`src/rtl/alu_mc.sv`:
```
// Multi-cycle execute-stage ALU with valid/ready handshakes on both sides.
// Single-cycle ops answer one cycle after acceptance; MUL*/DIVU/REMU iterate WIDTH steps.
module alu_mc #(
    parameter int WIDTH      = 32,
    parameter bit MUL_DIV_EN = 1'b1
) (
    input  logic             clk,
    input  logic             rst,
    input  logic             in_valid,
    output logic             in_ready,
    input  logic [WIDTH-1:0] oprd1,
    input  logic [WIDTH-1:0] oprd2,
    input  logic [3:0]       ALU_Operation,
    output logic             out_valid,
    input  logic             out_ready,
    output logic [WIDTH-1:0] result,
    output logic             zero,
    output logic             overflow,
    output logic             busy
);
    localparam int SHW = $clog2(WIDTH);
    localparam int CW  = SHW + 1;

    localparam logic [3:0] OP_AND   = 4'b0000;
    localparam logic [3:0] OP_OR    = 4'b0001;
    localparam logic [3:0] OP_ADD   = 4'b0010;
    localparam logic [3:0] OP_SLL   = 4'b0011;
    localparam logic [3:0] OP_SRL   = 4'b0100;
    localparam logic [3:0] OP_SRA   = 4'b0101;
    localparam logic [3:0] OP_SUB   = 4'b0110;
    localparam logic [3:0] OP_SLT   = 4'b0111;
    localparam logic [3:0] OP_XOR   = 4'b1000;
    localparam logic [3:0] OP_SLTU  = 4'b1001;
    localparam logic [3:0] OP_MUL   = 4'b1010;
    localparam logic [3:0] OP_MULHU = 4'b1011;
    localparam logic [3:0] OP_NOR   = 4'b1100;
    localparam logic [3:0] OP_DIVU  = 4'b1110;
    localparam logic [3:0] OP_REMU  = 4'b1111;

    typedef enum logic [1:0] {S_IDLE, S_BUSY, S_DONE} state_e;

    state_e               state_q, state_d;
    logic                 is_div_q;     // 0: shift-add multiply, 1: restoring divide
    logic                 hi_half_q;    // MULHU/REMU take the upper half of acc
    logic [WIDTH-1:0]     opb_q;
    logic [2*WIDTH-1:0]   acc_q, acc_d;
    logic [CW-1:0]        cnt_q;
    logic [WIDTH-1:0]     result_q;
    logic                 zero_q, overflow_q;

    logic                 iter_op;
    logic [SHW-1:0]       shamt;
    logic [WIDTH-1:0]     add_res, sub_res, alu_res, step_res;
    logic                 alu_ovf;
    logic [WIDTH:0]       mul_sum, rem_sh, div_diff;

    assign iter_op = MUL_DIV_EN && (ALU_Operation == OP_MUL  || ALU_Operation == OP_MULHU ||
                                    ALU_Operation == OP_DIVU || ALU_Operation == OP_REMU);
    assign shamt   = oprd2[SHW-1:0];
    assign add_res = oprd1 + oprd2;
    assign sub_res = oprd1 - oprd2;

    // NOTE: every always_comb output gets a default first so no path infers a latch.
    always_comb begin
        alu_res = '0;
        alu_ovf = 1'b0;
        case (ALU_Operation)
            OP_ADD: begin
                alu_res = add_res;
                alu_ovf = (oprd1[WIDTH-1] == oprd2[WIDTH-1]) && (add_res[WIDTH-1] != oprd1[WIDTH-1]);
            end
            OP_SUB: begin
                alu_res = sub_res;
                alu_ovf = (oprd1[WIDTH-1] != oprd2[WIDTH-1]) && (sub_res[WIDTH-1] != oprd1[WIDTH-1]);
            end
            OP_AND:  alu_res = oprd1 & oprd2;
            OP_OR:   alu_res = oprd1 | oprd2;
            OP_NOR:  alu_res = ~(oprd1 | oprd2);
            OP_XOR:  alu_res = oprd1 ^ oprd2;
            OP_SLT:  alu_res = WIDTH'($signed(oprd1) < $signed(oprd2));
            OP_SLTU: alu_res = WIDTH'(oprd1 < oprd2);
            OP_SLL:  alu_res = oprd1 << shamt;
            OP_SRL:  alu_res = oprd1 >> shamt;
            OP_SRA:  alu_res = $signed(oprd1) >>> shamt;
            default: alu_res = '0;
        endcase
    end

    // acc holds {partial product, multiplier} or {remainder, quotient} as the op iterates.
    always_comb begin
        mul_sum  = {1'b0, acc_q[2*WIDTH-1:WIDTH]} + (acc_q[0] ? {1'b0, opb_q} : '0);
        rem_sh   = {acc_q[2*WIDTH-1:WIDTH], acc_q[WIDTH-1]};
        div_diff = rem_sh - {1'b0, opb_q};
        if (!is_div_q)
            acc_d = {mul_sum, acc_q[WIDTH-1:1]};
        else if (!div_diff[WIDTH])
            acc_d = {div_diff[WIDTH-1:0], acc_q[WIDTH-2:0], 1'b1};
        else
            acc_d = {rem_sh[WIDTH-1:0], acc_q[WIDTH-2:0], 1'b0};
        step_res = hi_half_q ? acc_d[2*WIDTH-1:WIDTH] : acc_d[WIDTH-1:0];
    end

    always_ff @(posedge clk) begin
        if (rst) state_q <= S_IDLE;
        else     state_q <= state_d;
    end

    always_comb begin
        state_d = state_q;
        case (state_q)
            S_IDLE:  if (in_valid) state_d = iter_op ? S_BUSY : S_DONE;
            S_BUSY:  if (cnt_q == CW'(1)) state_d = S_DONE;
            S_DONE:  if (out_ready) state_d = S_IDLE;
            default: state_d = S_IDLE;
        endcase
    end

    always_comb begin
        in_ready  = (state_q == S_IDLE);
        busy      = (state_q == S_BUSY);
        out_valid = (state_q == S_DONE);
    end

    always_ff @(posedge clk) begin
        if (rst) begin
            is_div_q   <= 1'b0;
            hi_half_q  <= 1'b0;
            opb_q      <= '0;
            acc_q      <= '0;
            cnt_q      <= '0;
            result_q   <= '0;
            zero_q     <= 1'b0;
            overflow_q <= 1'b0;
        end else begin
            case (state_q)
                S_IDLE: if (in_valid) begin
                    is_div_q  <= ALU_Operation[2];
                    hi_half_q <= ALU_Operation[0];
                    opb_q     <= oprd2;
                    acc_q     <= {{WIDTH{1'b0}}, oprd1};
                    if (iter_op) begin
                        cnt_q <= CW'(WIDTH);
                    end else begin
                        result_q   <= alu_res;
                        zero_q     <= (alu_res == '0);
                        overflow_q <= alu_ovf;
                    end
                end
                S_BUSY: begin
                    acc_q <= acc_d;
                    cnt_q <= cnt_q - CW'(1);
                    if (cnt_q == CW'(1)) begin
                        result_q   <= step_res;
                        zero_q     <= (step_res == '0);
                        overflow_q <= 1'b0;
                    end
                end
                default: ;
            endcase
        end
    end

    assign result   = result_q;
    assign zero     = zero_q;
    assign overflow = overflow_q;
endmodule

```
`config.mk`:
```
export PLATFORM = sky130hd
export DESIGN_NAME = alu_mc
export DESIGN_NICKNAME = d
export VERILOG_FILES = /design/src/rtl/alu_mc.sv
export SDC_FILE = /design/constraint.sdc
export NUM_CORES = 1
export LEC_CHECK = 0
export ABC_AREA = 0
export ABC_CLOCK_PERIOD_IN_PS = 10330
export CORE_UTILIZATION = 30
export CTS_CLUSTER_SIZE = 28
export DETAILED_ROUTE_END_ITERATION = 16
export PLACE_DENSITY_LB_ADDON = 0.08
export SETUP_SLACK_MARGIN = 0.3
export SKIP_CTS_REPAIR_TIMING = 1
export SLEW_MARGIN = 10
export SYNTH_ARGS = -nofsm -noshare
export SYNTH_HDL_FRONTEND = slang
export SYNTH_SLANG_ARGS = --single-unit
```
`constraint.sdc`:
```
create_clock -name clk -period 10.33 [get_ports clk]
set_clock_uncertainty 0.05 [all_clocks]
set_input_delay 3.099 -clock clk [delete_from_list [all_inputs] [get_ports clk]]
set_output_delay 3.099 -clock clk [all_outputs]
set_load 0.03 [all_outputs]
```
==> impl_metrics.py, run 1 <==
metrics = {
    "critical_path": {
        "path_common_cell": "mux2_2",
        "path_buf_inv": 1,
        "cp_top_family": "compound AO/OA/AOI/OAI gates",
        "critical_path_arrival_ns": 8.40,
        "critPathKind": "in2reg",
        "end_kind": "register",
        "path_cells": "clkdlybuf4s50_1, mux4_2, mux2_2, mux2_2, a2111oi_0, o21ai_1, a211oi_2, nand4b_1, or4_1, nor4_1, nand4_1, o31a_1, o31ai_1",
        "reg2reg_slack_ns": 4.02,
        "crit_fanout": 15,
        "critPathLaunchType": "input pin",
        "reg2reg_to": "zero",
        "r2r-start": "acc_q[31]",
        "worstPathRequired_ns": 10.63,
        "slowest_stage": "clkdlybuf4s50_1",
        "max_stage_delay_ns": 1.06,
        "ff2ff_path_depth": 17,
    },
    "drt": {
        "ant_nets": 0,
        "num_vias": 23813,
        "viasPerCell": 6.29,
        "wl_um": 116000,
        "drc_errors": 0,
        "drtIter0Drc": 3014,
        "routedWlPerCell_um": 30.7,
        "drtPass1Iterations": 8,
    },
    "placement": {
        "gp_congestion": 0.992,
        "placed_area_sq_um": 22800,
        "place_hpwl_um": 90700,
        "portBuffers": 108,
    },
    "sta": {
        "tightest_slew_ns": 1.23,
        "slew_headroom": 0.180,
        "fin_crit_sh": 0.784,
        "period_needed_ns": 8.09,
        "hold_viol": 0,
        "hold_ws_ns": 0.424,
        "rsz0062_at_grt": "no",
        "setup_viol": 0,
        "fmax_mhz": 124,
        "final-max-slew-violation-count": 0,
        "setup-tns-final_ns": 0,
    },
    "clocking": {
        "clk_latency_ns": 0.44,
        "cts_buffer_depth": 2,
        "clk_pin_slew_ns": 0.07,
        "cts_tree": "yes",
        "numCtsBuffers": 17,
        "cts_max_level": 4,
        "cts-root-buf": "clkbuf_16",
        "clock-sinks": 140,
    },
    "hold_path": {
        "min_from": "opb_q[3]",
        "hold_depth": 2,
        "min_to": "opb_q[3]",
        "hp-class": "reg2reg",
    },
    "synthesis": {
        "ys_seq_area_frac": 0.134,
        "synth_area_leaders": "dfxtp_1 13%, ha_1 10%, mux4_2 7.7%, nor2_1 6.1%, a21oi_1 5.8%",
        "synth-seq-cells": 140,
        "synthCells": 2872,
        "synth_top_area_frac": 0.134,
        "async_reset_ff_frac": 0,
        "ys_warn_count": 0,
        "yosysMostFrequentCell": "nor2_1",
        "syn_avg_cell_area_sq_um": 7.26,
        "yosysUniqueCellTypes": 90,
        "yosysTopAreaCell": "dfxtp_1",
        "ys.flop_type": "dfxtp_1",
        "synth_edf_count": 0,
        "synth_area_sq_um": 20900,
        "synth_nets": 3118,
        "ys_top_cells_by_count": "341 x nor2_1, 298 x nand2_1, 243 x a21oi_1",
    },
    "floorplanning": {
        "dieArea_sq_um": 70600,
        "coreArea_sq_um": 68700,
        "initial_core_util": 0.304,
        "die_w_um": 266,
        "rows": 96,
        "io-pin-count": 109,
        "die_h_um": 266,
    },
    "job": {
        "maxCapViolations": 0,
    },
    "outcome": {
        "outcome": "completed",
    },
    "cells_and_area": {
        "final_area_sq_um": 23300,
        "drive_above_1_share": 0.0915,
        "fill_cells": 7517,
        "syn_to_final_growth_pct": 11.8,
        "final_util": 0.339,
        "fin_nets": 3087,
    },
    "power_and_ir_drop": {
        "leakage_nw": 8.97,
        "p_per_area_nw_per_um2": 101,
        "vdd_drop_max_mv": 0.0897,
    },
    "global_routing": {
        "grt_pass1_wl_um": 166000,
        "antenna_found_initial": 3,
        "overflow": 0,
        "grt_max_degree": 70,
        "track_usage": 0.321,
        "grt_pass1_vias": 22399,
    },
}
tightest hold or removal path: stages (launching register included):
cell and delay [ns]:
dfxtp_1 0.32, nand2_1 0.06, a21oi_1 0.05
layout by cell type (no fill, tap or decap), types with 71 or more instances in the layout:
cell type        synthesis  final
inv_1                  152    152
clkdlybuf4s50_1          0    101
nor2_1                 341    339
a21oi_1                243    242
mux4_2                  71     71
mux2i_1                 94     94
ha_1                   170    170
buf_4                    1     77
dfxtp_1                140    139
o21ai_0                144    144
nand2_1                298    297
layer usage:
metal  wire length [um]  up-vias  GRT usage
met5                  0        -          0
met4               3660        0     0.0907
met3               9260      116     0.0480
met2              48900     1191      0.480
met1              54400    11885      0.472
li1                   -    10621          -
report_power, final:
group          switching (W)  internal [W]  total (W)
combinational       0.000750      0.000379    0.00113
sequential         0.0000365      0.000572   0.000608
clock               0.000271      0.000340   0.000611
total                0.00106       0.00129    0.00235
how the worst max path moves through the flow:
stage | start | end | slack, ns | depth (start not counted)
floorplan | oprd2[2] | zero | 2.79 | 19
global placement | oprd2[1] | zero | 1.89 | 14
detailed placement | oprd2[1] | zero | 1.92 | 14
CTS | oprd2[1] | zero | 2.35 | 14
global route | oprd1[5] | zero | 2.00 | 15
finish | oprd1[19] | zero | 2.24 | 13
area by class of cell:
type / instances / area, sq um / share of cell area
repair buffers: 181 / 1600 / 0.0688
flip-flops and latches: 140 / 2810 / 0.120
clock buffers: 20 / 447 / 0.0192
clock inverters: 12 / 114 / 0.00488
multi-input cells: 2345 / 16600 / 0.711
inverters: 156 / 586 / 0.0251
well taps: 931 / 1160 / 0.0499
diodes: 3 / 7.51 / 0.000322
cell families after synthesis:
kind of cell / count (synthesis) / synth area share
muxes: 200 / 0.141
DFF: 140 / 0.134
buffers and inverters: 387 / 0.0728
xor gates and xnor gates: 76 / 0.0319
adders and majority gates: 174 / 0.106
AOI/OAI and AO/OA: 919 / 0.299
and+or+nand+nor: 976 / 0.215
flip-flops by register name, indices dropped and copies added (netlist names):
name / flops
hi_half_q: 1
result: 32
is_div_q: 1
acc_q: 64
overflow: 1
state_q: 2
opb_q: 32
zero: 1
cnt_q: 6
metrics by stage:
step | total power, W | cells | worst slack [ns]
floorplan | 0.00129 | 2872 | 2.79
global placement | 0.00173 | 3753 | 1.89
detailed placement | 0.00172 | 3753 | 1.92
CTS | 0.00234 | 3785 | 2.35
global route | 0.00245 | 3785 | 2.00
finish | 0.00235 | 3788 | 2.24
Power figures use the tool's default switching activity.
==> inputs of run 2 (changes only) <==
Settings changed: ABC_CLOCK_PERIOD_IN_PS 10330 to 7190.
Clock period 10.33 ns to 7.19 ns, I/O delays scaled along.
==> run 2 against run 1 <==
Effect of this change: combinational power increased by 52%; critical path type unchanged; non-clock buffer count increased by 151; worst hold slack got worse by 0.0065 ns.
==> impl_metrics.py, run 2 (synthesis gave the netlist of run 1 again) <==
metrics = {
    "power_and_ir_drop": {
        "swShare": 0.445,
        "clkPwrFrac": 0.252,
        "switchingPower_w": 0.00154,
        "p_per_area_nw_per_um2": 141,
        "seq_power_share": 0.252,
        "leakage_nw": 9.70,
        "p_int_w": 0.00193,
        "pwr-share-comb": 0.497,
        "vdd_drop_max_mv": 0.156,
    },
    "sta": {
        "setup_viol": 0,
        "slew_headroom": 0.217,
        "period_needed_ns": 6.67,
        "tightest_slew_ns": 1.16,
        "fmax_mhz": 150,
        "fin_crit_sh": 0.928,
        "rsz0062_at_grt": "no",
        "hold_viol": 0,
        "final-max-slew-violation-count": 0,
    },
    "critical_path": {
        "end_kind": "register",
        "critical_path_arrival_ns": 6.98,
        "worstPathRequired_ns": 7.49,
        "path_buf_inv": 4,
        "ff2ff_path_depth": 18,
        "max_stage_delay_ns": 0.75,
        "crit_fanout": 4,
        "reg2reg_to": "zero",
        "critPathKind": "in2reg",
        "cp_top_family": "simple AND/OR/NAND/NOR gates",
        "reg2reg_slack_ns": 1.74,
        "crit_start": "oprd1[0]",
        "r2r-start": "acc_q[31]",
        "path_cells": "clkdlybuf4s50_1, inv_1, ha_1, inv_1, fa_1, nor2b_1, o21ai_1, a211oi_1, nor3_1, a2111oi_0, nand4b_1, nand4b_1, or4_1, nor4_1, buf_4, nand4_1, o31a_1, o31ai_1",
        "critPathLaunchType": "input pin",
        "slowest_stage": "a211oi_1",
    },
    "floorplanning": {
        "die_w_um": 266,
        "coreArea_sq_um": 68700,
        "dieArea_sq_um": 70600,
        "die_h_um": 266,
        "initial_core_util": 0.304,
        "io-pin-count": 109,
        "rows": 96,
    },
    "clocking": {
        "cts_tree": "yes",
        "cts_buffer_depth": 2,
        "cts_max_level": 4,
        "clk_pin_slew_ns": 0.06,
        "cts-root-buf": "clkbuf_16",
        "clk_latency_ns": 0.45,
        "numCtsBuffers": 17,
        "clock-sinks": 140,
    },
    "drt": {
        "wl_um": 117000,
        "routedWlPerCell_um": 29.6,
        "ant_nets": 0,
        "viasPerCell": 6.21,
        "drtIter0Drc": 2952,
        "num_vias": 24463,
        "drc_errors": 0,
        "drtPass1Iterations": 9,
    },
    "global_routing": {
        "overflow": 0,
        "grt_pass1_wl_um": 167000,
        "track_usage": 0.323,
        "antenna_found_initial": 7,
        "grt_max_degree": 84,
        "grt_pass1_vias": 22728,
    },
    "cells_and_area": {
        "syn_to_final_growth_pct": 17.6,
        "final_util": 0.357,
        "layout_common_cells": "339 x nor2_1, 297 x nand2_1, 242 x a21oi_1",
        "regMostFlops": "acc_q",
        "largest_reg_flops": 64,
        "final_area_sq_um": 24500,
        "drive_above_1_share": 0.138,
        "final_common_cell": "nor2_1",
        "fin_nets": 3238,
    },
    "hold_path": {
        "min_from": "opb_q[6]",
        "min_to": "opb_q[6]",
        "hp-class": "reg2reg",
        "hold_depth": 2,
    },
    "placement": {
        "placed_area_sq_um": 24000,
        "gp_congestion": 1.04,
        "portBuffers": 108,
        "place_hpwl_um": 93200,
    },
    "outcome": {
        "outcome": "completed",
    },
    "job": {
        "maxCapViolations": 0,
    },
}
run 2: metal layers:
layer	routed length (um)	track usage
met2	49500	0.483
met1	53300	0.465
met5	23	0
met4	3980	0.0989
met3	10000	0.0581
run 2: worst max-delay path by stage:
stage                       to  slack, ns  cells after the start
after floorplan           zero       0.59                     19
after global placement    zero      -0.15                     17
final                     zero       0.52                     18
after CTS                 zero       0.40                     17
after global routing      zero       0.32                     18
after detailed placement  zero      -0.07                     17
run 2: through the flow:
step | power (W) | std cells | hold WS (ns) | setup TNS (ns) | setup WS, ns
6_report | 0.00347 | 3940 | 0.418 | 0 | 0.517
5_1_grt | 0.00361 | 3936 | 0.437 | 0 | 0.316
4_1_cts | 0.00345 | 3936 | 0.422 | 0 | 0.405
3_5_place_dp | 0.00257 | 3904 | 0.410 | -0.111 | -0.0697
3_3_place_gp | 0.00257 | 3904 | 0.394 | -0.259 | -0.148
2_1_floorplan | 0.00185 | 2872 | 0.395 | 0 | 0.594
run 2: worst register-to-register path: cells and delay by family (launching register included):
kind	cells	cell delay, ns
and+or+nand+nor	4	1.19
DFF	1	0.39
AOI/OAI and AO/OA	7	1.88
buffers and inverters	4	0.81
muxes	1	0.39
adders and majority gates	2	0.66
run 2: final cells by class:
type	count	area, sq um
multi-input cells	2345	16600
diodes	4	10.0
clock buffers	22	484
fillers	7502	44200
flip-flops and latches	140	2810
repair buffers	332	2810
well taps	931	1160
inverters	156	586
clock inverters	10	81.3
run 2: power by group through the flow:
stage / clock network [W] / registers (W) / logic [W]
2_1_floorplan: 0 / 0.000889 / 0.000960
3_3_place_gp: 0 / 0.000889 / 0.00168
3_5_place_dp: 0 / 0.000889 / 0.00168
4_1_cts: 0.000891 / 0.000872 / 0.00168
5_1_grt: 0.000924 / 0.000877 / 0.00181
6_report: 0.000872 / 0.000873 / 0.00172
